`src/rtl/vga_sync_decoder.sv`:
```
// rtl/vga_sync_decoder.sv - rebuilds hcount/vcount from an incoming VGA sync/blank stream and tracks timing lock
module vga_sync_decoder #(
    parameter int LOCK_FRAMES  = 2,
    parameter int TIMEOUT      = 2688,
    parameter int H_COUNT_TOT  = 1344,
    parameter int H_BLNK_START = 1024,
    parameter int H_SYNC_START = 1048,
    parameter int V_COUNT_TOT  = 806,
    parameter int V_BLNK_START = 768,
    parameter int V_SYNC_START = 771
) (
    input  logic        clk,
    input  logic        rst,
    input  logic        hsync_in,
    input  logic        vsync_in,
    input  logic        hblnk_in,
    input  logic        vblnk_in,
    output logic [10:0] hcount_out,
    output logic [10:0] vcount_out,
    output logic        hsync_out,
    output logic        vsync_out,
    output logic        hblnk_out,
    output logic        vblnk_out,
    output logic        locked,
    output logic        timing_err,
    output logic        frame_start
);

    localparam logic [1:0] ST_UNLOCKED = 2'd0;
    localparam logic [1:0] ST_ACQ      = 2'd1;
    localparam logic [1:0] ST_LOCKED   = 2'd2;

    localparam int TO_W   = $clog2(TIMEOUT + 1);
    localparam int GOOD_W = $clog2(LOCK_FRAMES + 2);

    localparam logic [10:0]       H_LAST   = 11'(H_COUNT_TOT - 1);
    localparam logic [10:0]       V_LAST   = 11'(V_COUNT_TOT - 1);
    localparam logic [10:0]       H_SYNC   = 11'(H_SYNC_START);
    localparam logic [10:0]       V_SYNC   = 11'(V_SYNC_START);
    localparam logic [10:0]       H_BLNK   = 11'(H_BLNK_START);
    localparam logic [10:0]       V_BLNK   = 11'(V_BLNK_START);
    localparam logic [TO_W-1:0]   TO_MAX   = TO_W'(TIMEOUT);
    localparam logic [GOOD_W-1:0] GOOD_TGT = GOOD_W'(LOCK_FRAMES);

    // Stage 1 (r_*) and the previous stage-1 syncs (rd_*) used for edge detection
    logic r_hs, r_vs, r_hb, r_vb;
    logic rd_hs, rd_vs;

    logic [1:0]        state, state_next;
    logic [GOOD_W-1:0] good_cnt, good_next;
    logic [TO_W-1:0]   to_cnt, to_next;

    logic        hs_edge, vs_edge;
    logic [10:0] pred_h, pred_v, next_h, next_v;
    logic        timeout, sync_mis, blank_mis, err_next;

    assign hs_edge = r_hs && !rd_hs;
    assign vs_edge = r_vs && !rd_vs;
    assign locked  = (state == ST_LOCKED);

    // Free-running prediction from the pixel currently on the outputs, then resync on edges
    always_comb begin
        pred_h = (hcount_out == H_LAST) ? 11'd0 : hcount_out + 11'd1;
        pred_v = vcount_out;
        if (hcount_out == H_LAST) begin
            pred_v = (vcount_out == V_LAST) ? 11'd0 : vcount_out + 11'd1;
        end
        next_h = pred_h;
        next_v = pred_v;
        if (hs_edge) begin
            next_h = H_SYNC;
        end
        if (vs_edge) begin
            next_h = 11'd0;
            next_v = V_SYNC;
        end
    end

    always_comb begin
        to_next = '0;
        if (!hs_edge) begin
            to_next = (to_cnt == TO_MAX) ? TO_MAX : to_cnt + TO_W'(1);
        end
        timeout = (to_next == TO_MAX);
    end

    // A same-pixel hsync+vsync edge always trips the hcount checks since H_SYNC is nonzero
    always_comb begin
        sync_mis  = (hs_edge && (pred_h != H_SYNC))
                 || (vs_edge && ((pred_h != 11'd0) || (pred_v != V_SYNC)))
                 || timeout;
        blank_mis = (r_hb != (next_h >= H_BLNK)) || (r_vb != (next_v >= V_BLNK));
    end

    always_comb begin
        state_next = state;
        good_next  = good_cnt;
        err_next   = 1'b0;
        if (timeout) begin
            state_next = ST_UNLOCKED;
            err_next   = (state == ST_LOCKED);
        end else begin
            case (state)
                ST_UNLOCKED: begin
                    if (vs_edge) begin
                        state_next = ST_ACQ;
                        good_next  = '0;
                    end
                end
                ST_ACQ: begin
                    if (sync_mis) begin
                        state_next = ST_UNLOCKED;
                    end else if (vs_edge) begin
                        good_next = good_cnt + GOOD_W'(1);
                        if (good_next >= GOOD_TGT) begin
                            state_next = ST_LOCKED;
                        end
                    end
                end
                ST_LOCKED: begin
                    if (sync_mis || blank_mis) begin
                        state_next = ST_UNLOCKED;
                        err_next   = 1'b1;
                    end
                end
                default: state_next = ST_UNLOCKED;
            endcase
        end
    end

    always_ff @(posedge clk or posedge rst) begin
        if (rst) begin
            r_hs        <= 1'b0;
            r_vs        <= 1'b0;
            r_hb        <= 1'b0;
            r_vb        <= 1'b0;
            rd_hs       <= 1'b0;
            rd_vs       <= 1'b0;
            state       <= ST_UNLOCKED;
            good_cnt    <= '0;
            to_cnt      <= '0;
            hcount_out  <= '0;
            vcount_out  <= '0;
            hsync_out   <= 1'b0;
            vsync_out   <= 1'b0;
            hblnk_out   <= 1'b0;
            vblnk_out   <= 1'b0;
            timing_err  <= 1'b0;
            frame_start <= 1'b0;
        end else begin
            r_hs        <= hsync_in;
            r_vs        <= vsync_in;
            r_hb        <= hblnk_in;
            r_vb        <= vblnk_in;
            rd_hs       <= r_hs;
            rd_vs       <= r_vs;
            state       <= state_next;
            good_cnt    <= good_next;
            to_cnt      <= to_next;
            hcount_out  <= next_h;
            vcount_out  <= next_v;
            hsync_out   <= r_hs;
            vsync_out   <= r_vs;
            hblnk_out   <= r_hb;
            vblnk_out   <= r_vb;
            timing_err  <= err_next;
            frame_start <= (next_h == 11'd0) && (next_v == 11'd0) && (state_next == ST_LOCKED);
        end
    end

endmodule

```
`config.mk`:
```
export PLATFORM = sky130hd
export DESIGN_NAME = vga_sync_decoder
export DESIGN_NICKNAME = d
export VERILOG_FILES = /design/src/rtl/vga_sync_decoder.sv
export SDC_FILE = /design/constraint.sdc
export NUM_CORES = 1
export LEC_CHECK = 0
export CAP_MARGIN = 20
export CORE_MARGIN = 2
export CORE_UTILIZATION = 55
export CTS_BUF_LIST = sky130_fd_sc_hd__clkbuf_8
export CTS_CLUSTER_DIAMETER = 50
export DETAILED_ROUTE_END_ITERATION = 7
export PLACE_DENSITY_LB_ADDON = 0.15
export SLEW_MARGIN = 20
export SYNTH_ARGS = -nofsm -noshare
export SYNTH_HDL_FRONTEND = slang
export SYNTH_SLANG_ARGS = --single-unit
```
`constraint.sdc`:
```
create_clock -name clk -period 3.48 [get_ports clk]
set_input_delay 0.522 -clock clk [delete_from_list [all_inputs] [get_ports clk]]
set_output_delay 0.522 -clock clk [all_outputs]
set_load 0.01 [all_outputs]
```
==> impl_metrics.py <==
metrics = {
    "status": {
        "status": "complete, no violations",
    },
    "synth": {
        "syn_inst": 322,
        "synth-edff-count": 0,
        "synthTopCellsByArea": "dfrtp_1, nor2_1, xnor2_1",
        "synth_area_leader_cell": "dfrtp_1",
        "syn-num-nets": 333,
        "ys_seq_area_share_pct": 41.0,
        "syn_avg_cell_area_um2": 9.09,
        "yosys.cell_types.count": 61,
        "synth.ff_latch_count": 48,
        "yosys_warnings": 0,
        "synth-main-ff-cell": "dfrtp_1",
        "netlist_area_um2": 2930,
        "synth_top_area_share_pct": 41.0,
        "async_flop_share_pct": 100,
    },
    "worst_setup_path": {
        "cp-start-kind": "flop",
        "path_cells": "ha_1 -> nand4_1 -> nor4_1 -> xnor2_1 -> nor4b_2 -> nand4b_1 -> a221o_1 -> a221o_1",
        "path_max_fanout": 13,
        "crit_family": "simple AND/OR/NAND/NOR gates",
        "crit_slowest_cell": "dfrtp_1",
        "cp.arrival_ns": 3.35,
        "startpoint": "hcount_out[0]",
        "path_class": "reg -> reg",
        "crit_path_frequent_cell": "a221o_1",
        "rr_startpoint": "hcount_out[0]",
        "slowest_delay_ns": 0.49,
        "critical_path.endpoint": "good_cnt[1]",
        "worst-path-stages": 8,
        "path_buf_inv": 0,
        "worst-r2r-cell-count": 8,
        "regToRegEndpoint": "good_cnt[1]",
        "timing.reg2reg.setup_slack_ns": 0.34,
        "cp.required_ns": 3.68,
        "end_kind": "flop",
    },
    "flow_run": {
        "cap_viol_max_count": 0,
    },
    "place": {
        "pre_cts_slack_ns": 0.361,
        "routabilityCongestion": 0.942,
        "place_inst": 410,
        "io_buffers": 34,
        "placed_area_um2": 3290,
        "place_hpwl_um": 4770,
    },
    "route": {
        "ant_nets": 0,
        "first_pass_iters": 4,
        "first_iter_violations": 232,
        "viasPerCell": 6.11,
        "post_drt_wl_per_cell_um": 16.3,
        "drcViolationCount": 0,
        "routed_wl_um": 6800,
        "route.vias.total": 2556,
    },
    "sta": {
        "fmax_mhz": 318,
        "final.min_clock_period_ns": 3.14,
        "maxSlewViolCount": 0,
        "hold_viol_final": 0,
        "setup_slack_ns": 0.336,
        "holdWs_ns": 0.402,
        "tns_ns": 0,
        "slew_headroom_pct": 46.1,
        "finalCritPeriodShare_pct": 90.4,
        "finalSetupViolCount": 0,
        "rsz0062_at_grt": "no",
        "tightest_slew_ns": 0.808,
        "clock_skew_ns": 0.0131,
    },
    "cells_and_area": {
        "nets": 358,
        "design_area_um2": 3420,
        "fin_util_pct": 67.1,
        "drive_above_1_share_pct": 6.32,
        "fillers": 434,
        "synthToLayoutAreaGrowth_pct": 17.0,
        "diodes": 0,
        "final_cells": 418,
    },
    "clocking": {
        "clk_pin_slew_worst_paths_ns": 0.10,
        "cts_buffers": 5,
        "clockRootBuffer": "clkbuf_8",
        "cts_resized": 0,
        "h-tree-depth": 2,
        "clock_latency_ns": 0.31,
        "cts_tree": "built",
        "clock_path_buffers": 2,
        "hold_buffers": 0,
        "post_cts_buffers": 0,
        "cts.sinks": 48,
    },
    "pwr": {
        "p_per_area_nw_per_um2": 416,
        "total_power_mw": 1.43,
        "cellLeakagePower_nw": 1.37,
        "vdd_drop_max_mv": 0.304,
    },
    "min_path": {
        "hp-class": "reg -> reg",
        "hp-start": "r_vs",
    },
    "grt": {
        "grt_pass1_vias": 2398,
        "grt_max_degree": 49,
        "globalRouteTotalUtil_pct": 23.9,
        "overflow": 0,
        "antenna_found_initial": 0,
        "grt_pass1_wl_um": 11500,
    },
    "die": {
        "ios": 35,
        "die_y_um": 76.9,
        "die_w_um": 76.9,
        "dieArea_um2": 5920,
        "rows": 26,
        "core-area_um2": 5110,
        "start_util_pct": 57.3,
    },
}
sequential cells by signal, indices dropped and copies added (netlist names), 2 cells and up:
name / flops
good_cnt: 2
state: 2
to_cnt: 12
vcount_out: 11
hcount_out: 11
layout make-up:
cell class / count / area, µm² / area share (%)
Clock buffer: 5 / 68.8 / 2.01
Inverter: 12 / 46.3 / 1.35
Multi-Input combinational cell: 243 / 1590 / 46.4
Tap cell: 70 / 87.6 / 2.56
Clock inverter: 3 / 68.8 / 2.01
Timing Repair Buffer: 37 / 363 / 10.6
Sequential cell: 48 / 1200 / 35.1
where the power goes:
| group | switching (mW) | total [mW] | leakage (nW) | internal [mW] |
|---|---|---|---|---|
| Clock | 0.203 | 0.492 | 0.0687 | 0.289 |
| Combinational | 0.129 | 0.258 | 0.690 | 0.130 |
| Sequential | 0.0726 | 0.675 | 0.615 | 0.602 |
worst min-delay path by stage:
stage                end  slack (ns)  cells after the start
3_3_place_gp       rd_hs        0.38                      0
4_1_cts            rd_vs        0.41                      0
6_report           rd_vs        0.40                      0
5_1_grt        vblnk_out        0.42                      0
2_1_floorplan      rd_hs        0.37                      0
3_5_place_dp   hblnk_out        0.38                      0
kinds of logic after synthesis:
family          count (synthesis)  synth area share (%)
compound gates                 65                  15.6
mux                             2                 0.684
flops                          48                  41.0
xor+xnor                       22                  6.58
fa+ha+maj                       5                  2.14
buf+inv                        31                  4.66
simple gates                  149                  29.3
per-layer routing:
| metal | GRT usage [%] | vias up | part of all wire (%) |
|---|---|---|---|
| met5 | 0 | - | 0 |
| met2 | 39.6 | 81 | 48 |
| li1 | - | 1233 | - |
| met1 | 32.9 | 1233 | 46 |
| met3 | 2.71 | 9 | 4.5 |
| met4 | 8.00 | 0 | 1.0 |
synth_stat cells, drive strengths merged (6+ instances only):
library cell,number
clkbuf,14
inv,12
o21ai,15
nor2b,7
nor4,10
nor2,36
nand3,10
dfrtp,48
nand4,13
and4,6
nor3,11
and2,8
xor2,11
a21oi,13
nand2,16
xnor2,11
layout by cell type, fill, tap and decap left out, types with 11 or more instances in the layout:
cell type / n
a21oi_1: 13
clkdlybuf4s50_1: 34
dfrtp_1: 48
inv_1: 11
nand2_1: 16
nand4_1: 13
nor2_1: 36
nor3_1: 11
o21ai_0: 15
xnor2_1: 11
xor2_1: 11
No activity file was read; power rests on OpenSTA's default activity.
